--- src/rtl/sub_bytes_serial_if.sv ---
// rtl/sub_bytes_serial_if.sv - state-in / state-out handshake bundle for sub_bytes_serial
interface sub_bytes_serial_if #(
  parameter int NBYTES = 16
);
  logic                  dec;
  logic                  in_valid;
  logic                  in_ready;
  logic [8*NBYTES-1:0]   in_data;
  logic                  out_valid;
  logic                  out_ready;
  logic [8*NBYTES-1:0]   out_data;
  logic                  busy;

  modport master (
    output dec, in_valid, in_data, out_ready,
    input  in_ready, out_valid, out_data, busy
  );

  modport slave (
    input  dec, in_valid, in_data, out_ready,
    output in_ready, out_valid, out_data, busy
  );
endinterface

--- src/rtl/sub_bytes_serial.sv ---
// rtl/sub_bytes_serial.sv - byte-serial SubBytes/InvSubBytes over a full AES state
// Optional macro SUB_BYTES_BACK2BACK_EN: accept the next state in DONE during handoff.
module sub_bytes_serial #(
  parameter int NBYTES = 16,
  parameter int CNT_W  = 4
) (
  input  logic clk,
  input  logic rst,
  sub_bytes_serial_if.slave bus
);
  typedef enum logic [1:0] {S_IDLE, S_RUN, S_DONE} state_t;

  localparam logic [CNT_W-1:0] LAST = CNT_W'(NBYTES - 1);

  function automatic logic [7:0] gf_mul(input logic [7:0] a, input logic [7:0] b);
    logic [7:0] p;
    logic [7:0] x;
    p = 8'h00;
    x = a;
    for (int i = 0; i < 8; i++) begin
      if (b[i]) p = p ^ x;
      x = {x[6:0], 1'b0} ^ (x[7] ? 8'h1b : 8'h00);
    end
    return p;
  endfunction

  // a^254 is the field inverse, and maps 0 to 0 as the S-box requires
  function automatic logic [7:0] gf_inv(input logic [7:0] a);
    logic [7:0] r;
    logic [7:0] sq;
    logic [7:0] e;
    r  = 8'h01;
    sq = a;
    e  = 8'hfe;
    for (int i = 0; i < 8; i++) begin
      if (e[i]) r = gf_mul(r, sq);
      sq = gf_mul(sq, sq);
    end
    return r;
  endfunction

  function automatic logic [7:0] rol(input logic [7:0] b, input int n);
    logic [15:0] t;
    t = {b, b} << n;
    return t[15:8];
  endfunction

  function automatic logic [7:0] aff(input logic [7:0] b);
    return b ^ rol(b, 1) ^ rol(b, 2) ^ rol(b, 3) ^ rol(b, 4) ^ 8'h63;
  endfunction

  function automatic logic [7:0] inv_aff(input logic [7:0] s);
    return rol(s, 1) ^ rol(s, 3) ^ rol(s, 6) ^ 8'h05;
  endfunction

  state_t              r_state;
  logic [CNT_W-1:0]    r_cnt;
  logic [8*NBYTES-1:0] r_data;
  logic                r_dec;
  logic [8*NBYTES-1:0] r_out;
  logic                r_out_valid;
  logic                r_busy;

  logic                w_in_ready;
  logic                w_accept;
  logic [7:0]          w_byte;
  logic [7:0]          w_pre;
  logic [7:0]          w_inv;
  logic [7:0]          w_sub;

  // Forward and inverse share one field inverter; only the affine step moves.
  assign w_byte = r_data[8*r_cnt +: 8];
  assign w_pre  = r_dec ? inv_aff(w_byte) : w_byte;
  assign w_inv  = gf_inv(w_pre);
  assign w_sub  = r_dec ? w_inv : aff(w_inv);

`ifdef SUB_BYTES_BACK2BACK_EN
  assign w_in_ready = (r_state == S_IDLE) || ((r_state == S_DONE) && bus.out_ready);
`else
  assign w_in_ready = (r_state == S_IDLE);
`endif
  assign w_accept = bus.in_valid && w_in_ready;

  always_ff @(posedge clk or posedge rst) begin
    if (rst) begin
      r_state     <= S_IDLE;
      r_cnt       <= '0;
      r_data      <= '0;
      r_dec       <= 1'b0;
      r_out       <= '0;
      r_out_valid <= 1'b0;
      r_busy      <= 1'b0;
    end else begin
      case (r_state)
        S_IDLE: begin
          if (w_accept) begin
            r_data  <= bus.in_data;
            r_dec   <= bus.dec;
            r_cnt   <= '0;
            r_busy  <= 1'b1;
            r_state <= S_RUN;
          end
        end
        S_RUN: begin
          r_out[8*r_cnt +: 8] <= w_sub;
          if (r_cnt == LAST) begin
            r_out_valid <= 1'b1;
            r_busy      <= 1'b0;
            r_state     <= S_DONE;
          end else begin
            r_cnt <= r_cnt + CNT_W'(1);
          end
        end
        S_DONE: begin
          if (bus.out_ready) begin
            r_out_valid <= 1'b0;
            if (w_accept) begin
              r_data  <= bus.in_data;
              r_dec   <= bus.dec;
              r_cnt   <= '0;
              r_busy  <= 1'b1;
              r_state <= S_RUN;
            end else begin
              r_state <= S_IDLE;
            end
          end
        end
        default: r_state <= S_IDLE;
      endcase
    end
  end

  assign bus.in_ready  = w_in_ready;
  assign bus.out_valid = r_out_valid;
  assign bus.out_data  = r_out;
  assign bus.busy      = r_busy;
endmodule

--- src/flat_wrapper.sv ---
// flat-port wrapper written by rule: the top's interface ports become plain ports
module sub_bytes_serial_flat 
#(
  parameter int NBYTES = 16,
  parameter int CNT_W  = 4
)
  (clk, rst, bus_dec, bus_in_valid, bus_in_data, bus_out_ready, bus_in_ready, bus_out_valid, bus_out_data, bus_busy);
  sub_bytes_serial_if #(.NBYTES(NBYTES)) bus_i ();
  input  logic clk;
  input  logic rst;
  input wire logic [$bits(bus_i.dec)-1:0] bus_dec;
  input wire logic [$bits(bus_i.in_valid)-1:0] bus_in_valid;
  input wire logic [$bits(bus_i.in_data)-1:0] bus_in_data;
  input wire logic [$bits(bus_i.out_ready)-1:0] bus_out_ready;
  output wire logic [$bits(bus_i.in_ready)-1:0] bus_in_ready;
  output wire logic [$bits(bus_i.out_valid)-1:0] bus_out_valid;
  output wire logic [$bits(bus_i.out_data)-1:0] bus_out_data;
  output wire logic [$bits(bus_i.busy)-1:0] bus_busy;
  assign bus_i.dec = bus_dec;
  assign bus_i.in_valid = bus_in_valid;
  assign bus_i.in_data = bus_in_data;
  assign bus_i.out_ready = bus_out_ready;
  assign bus_in_ready = bus_i.in_ready;
  assign bus_out_valid = bus_i.out_valid;
  assign bus_out_data = bus_i.out_data;
  assign bus_busy = bus_i.busy;
  sub_bytes_serial #(.NBYTES(NBYTES), .CNT_W(CNT_W)) u_core (.clk(clk), .rst(rst), .bus(bus_i));
endmodule
--- config.mk ---
export PLATFORM = sky130hd
export DESIGN_NAME = sub_bytes_serial_flat
export DESIGN_NICKNAME = d
export VERILOG_FILES = /design/src/rtl/sub_bytes_serial_if.sv /design/src/rtl/sub_bytes_serial.sv /design/src/flat_wrapper.sv
export SDC_FILE = /design/constraint.sdc
export NUM_CORES = 1
export LEC_CHECK = 0
export BUFFER_PORTS_ARGS = -buffer_cell sky130_fd_sc_hd__clkbuf_2
export CORE_UTILIZATION = 55
export CTS_CLUSTER_SIZE = 20
export DETAILED_ROUTE_END_ITERATION = 8
export MAX_ROUTING_LAYER = met4
export PLACE_DENSITY = 0.75
export SYNTH_ARGS = -nofsm -noshare
export SYNTH_HDL_FRONTEND = slang
export SYNTH_SLANG_ARGS = --single-unit
--- constraint.sdc ---
create_clock -name clk -period 20.8 [get_ports clk]
set_input_delay 1.04 -clock clk [delete_from_list [all_inputs] [get_ports clk]]
set_output_delay 1.04 -clock clk [all_outputs]
set_load 0.01 [all_outputs]
==> impl_results.md, run 1 <==
* Status: finished, final reports clean
* Fmax at 0.0508 GHz
* DP Wirelength at 64.2 mm
* Sequential cell area fraction in the yosys report at 23.8%
* Worst EP arrival at 20.07 ns
* M1 WL at 35.7 mm
* Type of origin of the critical path: flip-flop
* CP peak stage delay at 0.72 ns
* Dpl cell area at 30000 sq um
* Final #Nets at 3508
* Synth top area share at 23.8%
* Met3 routed WL at approximately 7 mm
* Synth Register Bits at 265
* Syn_area_per_cell at 8.87 sq um
* Finished Layout Cells at 4055
* Yosys warning total at 0
* Hold WC Path Type: flip-flop to flip-flop
* Total gr overflow at 0
* Reg area at 6640 sq um
* Clk Latency, worst-skew pair at 0.55 ns
* Crit-path max FO at 26
* CP max-delay cell: nor4_1
* First-pass GRT wire length at 135 mm
* Slew HR at 12.5%
* Fillers at 4201
* Via density at 6.18
* CP most frequent cell: xnor2_1
* Worst Setup End Kind: flip-flop
* I/O Buffers at between 200 and 300
* Clk pin slew, worst setup/hold paths at approximately 0.060 ns
* Gpl congestion at 0.963
* Final Cycle Share at 94.6%
* Final instance area at 31100 sq um
* Min Clock Period, post-route at 19.67 ns
* Syn Inst Count at 3143
* Largest net degree at the start of global routing at 124
* CTS max path bufs at 3
* Final setup TNS at 0 ns
* Worst-margin pin slew at between 1 and 1.5 ns
* Met2 wire length at 41.1 mm
* Final wirelength at 87.0 mm
* Initial core utilization at between 50% and 60%
* Die Y at ~230 um
* GRT Overall Usage at 34.0%
* Max_cap viols at 0
* Syn_nets at 3288
* H-tree depth at 1
* Die W at 227 um
* Root Buffer: clkbuf_16
* Most used DFF post-synth: dfrtp_1
* Largest cells by area after synthesis: dfrtp_1 24%, xnor2_1 12%, mux2_2 5.9%
* Critical path type: flip-flop to flip-flop
* I/O pin count at 264
* Final Setup Violations at 0
* Leading cell type in the layout, fill and taps excluded: nand2_1
* Placed Cells incl. Taps at between 3000 and 4000
* Post-synth top area cell: dfrtp_1
* Initial antenna violation count at 1
* ANT nets after route at 0
* DRC at 0
* Final design utilization at 62.2%
* DRT Pass-1 Iters at 9
* Max Used Layer: met4
* Final Hold Vio Count at 0
* Fraction of registers with async set/reset at 100%
* Final count of pins violating max slew at 0
* Die Area at 51600 sq um
* Number of synthesized flops with an enable pin at 0
* Core Box Area at 50100 sq um
* Total CTS buffers at 25
* Multi-input gate area at 20200 sq um
* Netlist cell types at 123
* Fraction of layout cells with a size suffix above 1 at 23.3%
* CTS tree: done
* Area grow syn2layout at 11.7%
* Vias in the first global route at 24038
* Via Count at 25069
* Critical Path RT at 21.19 ns
* # clock sinks at 265
* Worst Skew at 0.0221 ns
* Avg WL per Cell at 21.5 um
* Leading cell types in the layout, fill and taps excluded: 394 x nand2_1, 389 x xnor2_1, 319 x nor2_1
* Row cnt at 82
* Iter 0 DRT Violations at 2841
* Cell Area, Synth at 27900 sq um
## synth_stat cells (18+ instances only)
cell	n
a211oi_1	28
a21oi_1	129
a31oi_1	21
buf_2	51
buf_4	22
clkbuf_1	98
dfrtp_1	265
inv_1	31
mux2_2	146
mux2i_1	75
mux4_2	30
nand2_1	394
nand3_1	76
nand4_1	22
nor2_1	319
nor2b_1	18
nor3_1	91
o211ai_1	19
o21ai_0	92
o21ai_1	128
o22ai_1	33
xnor2_1	394
xnor2_2	48
xnor2_4	18
xnor3_1	60
xor2_1	120
## flip-flops by register name, summed over array words and instances, names as in the netlist
signal	count
u_core.r_state	2
u_core.bus.busy	1
u_core.r_cnt	4
u_core.bus.out_valid	1
u_core.r_data	128
u_core.r_dec	1
u_core.bus.out_data	128
## cell families (layout without fill, tap and decap cells)
logic type | count (synthesis) | in the layout | share of synthesized area [%]
buf+inv | 240 | 479 | 4.11
flops | 265 | 265 | 23.8
fa+ha+maj | 13 | 13 | 0.574
compound gates | 619 | 619 | 14.2
xor+xnor | 678 | 678 | 28.6
other cells | 0 | 1 | 0
mux | 258 | 258 | 11.4
simple gates | 1070 | 1070 | 17.4
## critical path: cells and delay by family, from the launching register on
family                     cells  cell delay [ns]
and+or+nand+nor               16             4.94
muxes                          5             2.17
buffers and inverters          6             1.53
AOI/OAI and AO/OA             19             4.50
adders and majority gates      2             0.74
DFF                            1             0.71
xor gates and xnor gates      16             4.87
## per-stage QoR
step                hold WS [ns]  setup WS [ns]
global route               0.506       -0.00491
finish                     0.486           1.13
CTS                        0.492          0.176
global placement           0.465          0.692
floorplan                  0.475           2.38
detailed placement         0.476          0.279
## per-layer routing
layer	GRT usage [%]	vias up
met3	5.24	216
met4	12.8	0
met5	-	-
li1	-	11443
met1	43.3	12122
met2	54.5	1288
## final timing paths
| kind | slack [ns] | endpoint | start | cells after the start |
|---|---|---|---|---|
| worst max register to register | 1.13 | u_core.bus.out_data[16] | u_core.r_cnt[2] | 64 |
| worst min-delay path | 0.49 | u_core.bus.out_data[54] | u_core.bus.out_data[54] | 2 |
| min in group asynchronous | 0.66 | u_core.bus.out_data[1] | rst | 2 |
| worst max-delay path | 1.13 | u_core.bus.out_data[16] | u_core.r_cnt[2] | 64 |
| max in group asynchronous | 18.61 | u_core.r_data[98] | rst | 3 |
| worst min register to register | 0.49 | u_core.bus.out_data[54] | u_core.bus.out_data[54] | 2 |
## final cells by class
| cell class | instances | area share, % |
|---|---|---|
| timing repair buffer | 392 | 7.39 |
| tap | 672 | 2.70 |
| inverter | 41 | 0.539 |
| sequential | 265 | 21.3 |
| antenna | 1 | 0.00804 |
| multi-input combinational | 2638 | 65.0 |
| clock buffer | 29 | 2.19 |
| clock inverter | 17 | 0.864 |
## repair_timing
action | 4_1_cts | 5_1_grt
buffers inserted | 0 | 12
gates resized for setup | 0 | 15
hold buffers | 0 | 0
setup endpoints to repair | 0 | 128
Power of run 1 is not shown: default switching activity piles up to over one toggle a cycle in this logic, so the estimate is an artifact.
==> run 2, diff against run 1 <==
--- a/config.mk
+++ b/config.mk
@@ -7,10 +7,11 @@
 export LEC_CHECK = 0
 export BUFFER_PORTS_ARGS = -buffer_cell sky130_fd_sc_hd__clkbuf_2
 export CORE_UTILIZATION = 55
+export CTS_BUF_LIST = sky130_fd_sc_hd__clkbuf_16
 export CTS_CLUSTER_SIZE = 20
 export DETAILED_ROUTE_END_ITERATION = 8
 export MAX_ROUTING_LAYER = met4
-export PLACE_DENSITY = 0.75
+export PLACE_DENSITY = 0.78
 export SYNTH_ARGS = -nofsm -noshare
 export SYNTH_HDL_FRONTEND = slang
 export SYNTH_SLANG_ARGS = --single-unit
==> constraint.sdc (replaced) <==
create_clock -name clk -period 17.7 [get_ports clk]
set_input_delay 0.885 -clock clk [delete_from_list [all_inputs] [get_ports clk]]
set_output_delay 0.885 -clock clk [all_outputs]
set_load 0.01 [all_outputs]
==> run 2 against run 1 <==
Net effect: clock skew is 0.0019 ns higher; count of clock-buffer cells in the layout shrank 4; die area is the same; critical endpoint is now u_core.bus.out_data[5]; largest cell class unchanged.
==> impl_results.md, run 2 (synthesis results as in run 1) <==
* CTS tree: done
* Leading cell type in the layout, fill and taps excluded: nand2_1
* Area grow syn2layout at 17.6%
* Via density at 6.01 (-2.8%)
* Via Count at 25278 (+0.83%)
* DP Wirelength at 63.0 mm (-1.9%)
* GRT Overall Usage at 33.0% (-0.93 points)
* Final wirelength at 85.5 mm (-1.8%)
* Final Hold Vio Count at 0 (unchanged)
* DRC at 0 (unchanged)
* I/O pin count at 264 (unchanged)
* Clk Latency, worst-skew pair at 0.54 ns (about the same)
* Initial antenna violation count at 0 (-1)
* I/O Buffers at 263 (unchanged)
* CTS max path bufs at 3 (unchanged)
* H-tree depth at 1 (unchanged)
* Final count of pins violating max slew at 0 (unchanged)
* Critical Path RT at 18.06 ns (-3.13 ns)
* Worst-margin pin slew at 1.29 ns (-0.0114 ns)
* Met2 wire length at 41.2 mm (+0.16%)
* Worst Setup End Kind: flip-flop
* Avg WL per Cell at 20.3 um (-5.3%)
* Root Buffer: clkbuf_16
* Diode count at 0 (-1)
* Met3 routed WL at 7.02 mm (-2.4%)
* Leading cell types in the layout, fill and taps excluded: 394 x nand2_1, 371 x xnor2_1, 318 x nor2_1
* Die W at 227 um (unchanged)
* Die Area at 51600 sq um (unchanged)
* Critical path type: flip-flop to flip-flop
* First-pass GRT wire length at 132 mm (-2.5%)
* Max Used Layer: met4
* ANT nets after route at 0 (unchanged)
* Worst setup margin at 0.704 ns (-0.424 ns)
* Fillers at 3997 (-4.9%)
* Vias in the first global route at 23455 (-2.4%)
* Max_cap viols at 0 (unchanged)
* Hold WC Path Type: flip-flop to flip-flop
* CP max-delay cell: mux4_2
* Final #Nets at 3659 (+4.3%)
* M1 WL at 35.0 mm (-2.0%)
* Min Clock Period, post-route at 17.00 ns (-2.68 ns)
* Largest net degree at the start of global routing at 124 (unchanged)
* Fraction of layout cells with a size suffix above 1 at 27.8% (+4.5 points)
* CP peak stage delay at 0.53 ns (-0.19 ns)
* Gpl congestion at 1.03 (+6.8%)
* Total gr overflow at 0 (unchanged)
* Total CTS buffers at 25 (unchanged)
* Final Setup Violations at 0 (unchanged)
* Core Box Area at 50100 sq um (unchanged)
* DRT Pass-1 Iters at 6 (-3)
* Hold Buf Count CTS at 0 (unchanged)
* # clock sinks at 265 (unchanged)
* Row cnt at 82 (unchanged)
* Die Y at 227 um (unchanged)
* Type of origin of the critical path: flip-flop
* Initial core utilization at 55.7% (unchanged)
* Clk pin slew, worst setup/hold paths at 0.06 ns (about the same)
* Final Cycle Share at 96.0% (+1.4 points)
* Worst Skew at 0.0240 ns (+0.00187 ns)
* Slew HR at 13.2% (+0.67 points)
* Fmax at 0.0588 GHz (+16%)
* Worst EP arrival at 17.35 ns (-2.72 ns)
* Iter 0 DRT Violations at 2779 (-2.2%)
* Status: finished, final reports clean
* Crit-path max FO at 10 (-62%)
* Worst slack, placed at -0.486 ns (-0.765 ns)
## run 2: changes by cell type in the layout (fill, tap and decap cells not counted), sizes merged
| cell | delta |
|---|---|
| buf | +150 |
| bufinv | -4 |
| clkbuf | -3 |
| clkinv | +6 |
| diode | -1 |
| inv | +2 |
## run 2: worst paths after layout
kind | from | to | slack, ns | cells past startpoint
setup / recovery | u_core.r_cnt[0] | u_core.bus.out_data[5] | 0.70 | 68
hold / removal | u_core.bus.out_data[33] | u_core.bus.out_data[33] | 0.48 | 2
setup reg to reg | u_core.r_cnt[0] | u_core.bus.out_data[5] | 0.70 | 68
hold reg to reg | u_core.bus.out_data[33] | u_core.bus.out_data[33] | 0.48 | 2
max in group asynchronous | rst | u_core.r_data[67] | 14.92 | 4
min in group asynchronous | rst | u_core.bus.out_data[2] | 0.50 | 2
## run 2: layout make-up
| type | count | area (sq um) | share of cell area [%] |
|---|---|---|---|
| Tap cell | 672 | 841 | 2.57 |
| Timing Repair Buffer | 543 | 3580 | 10.9 |
| Clock buffer | 25 | 626 | 1.91 |
| Sequential cell | 265 | 6640 | 20.3 |
| Clock inverter | 21 | 164 | 0.500 |
| Multi-Input combinational cell | 2638 | 20800 | 63.3 |
| Inverter | 41 | 169 | 0.515 |
## run 2: metal layers
metal	vias up	track usage, %
met5	-	-
met3	172	4.03
met1	12088	43.1
met2	1255	54.0
li1	11763	-
met4	0	9.35
## run 2: worst max-delay path, delay by kind of cell (launching register included)
family | cells | cell delay, ns
AND/OR/NAND/NOR | 7 | 0.98
multiplexers | 7 | 1.49
buffers and inverters | 11 | 1.67
adder cells (fa/ha/maj) | 2 | 0.76
AO/OA/AOI/OAI | 9 | 1.95
flip-flops | 1 | 0.50
XOR/XNOR | 32 | 9.45
## run 2: what timing repair did
action / CTS / global route
pin swaps: 5 / 30
gates resized for setup: 18 / 67
gates cloned: 0 / 1
hold endpoints to repair: 0 / 0
endpoints found under the setup margin: 124 / 128
buffers inserted: 9 / 51
## run 2: per-stage QoR
step / std cells / area [sq um] / util (%) / TNS, ns / hold slack [ns]
final: 4205 / 32800 / 65.5 / 0 / 0.484
after global routing: 4205 / 32800 / 65.5 / -5.08 / 0.509
after CTS: 4153 / 31900 / 63.7 / 0 / 0.490
after detailed placement: 4098 / 30900 / 61.7 / -25.15 / 0.475
after global placement: 4098 / 30900 / 61.7 / -7.79 / 0.464
after floorplan: 3143 / 28000 / - / -0.0423 / 0.475
Power of run 2 is left out for the same reason.
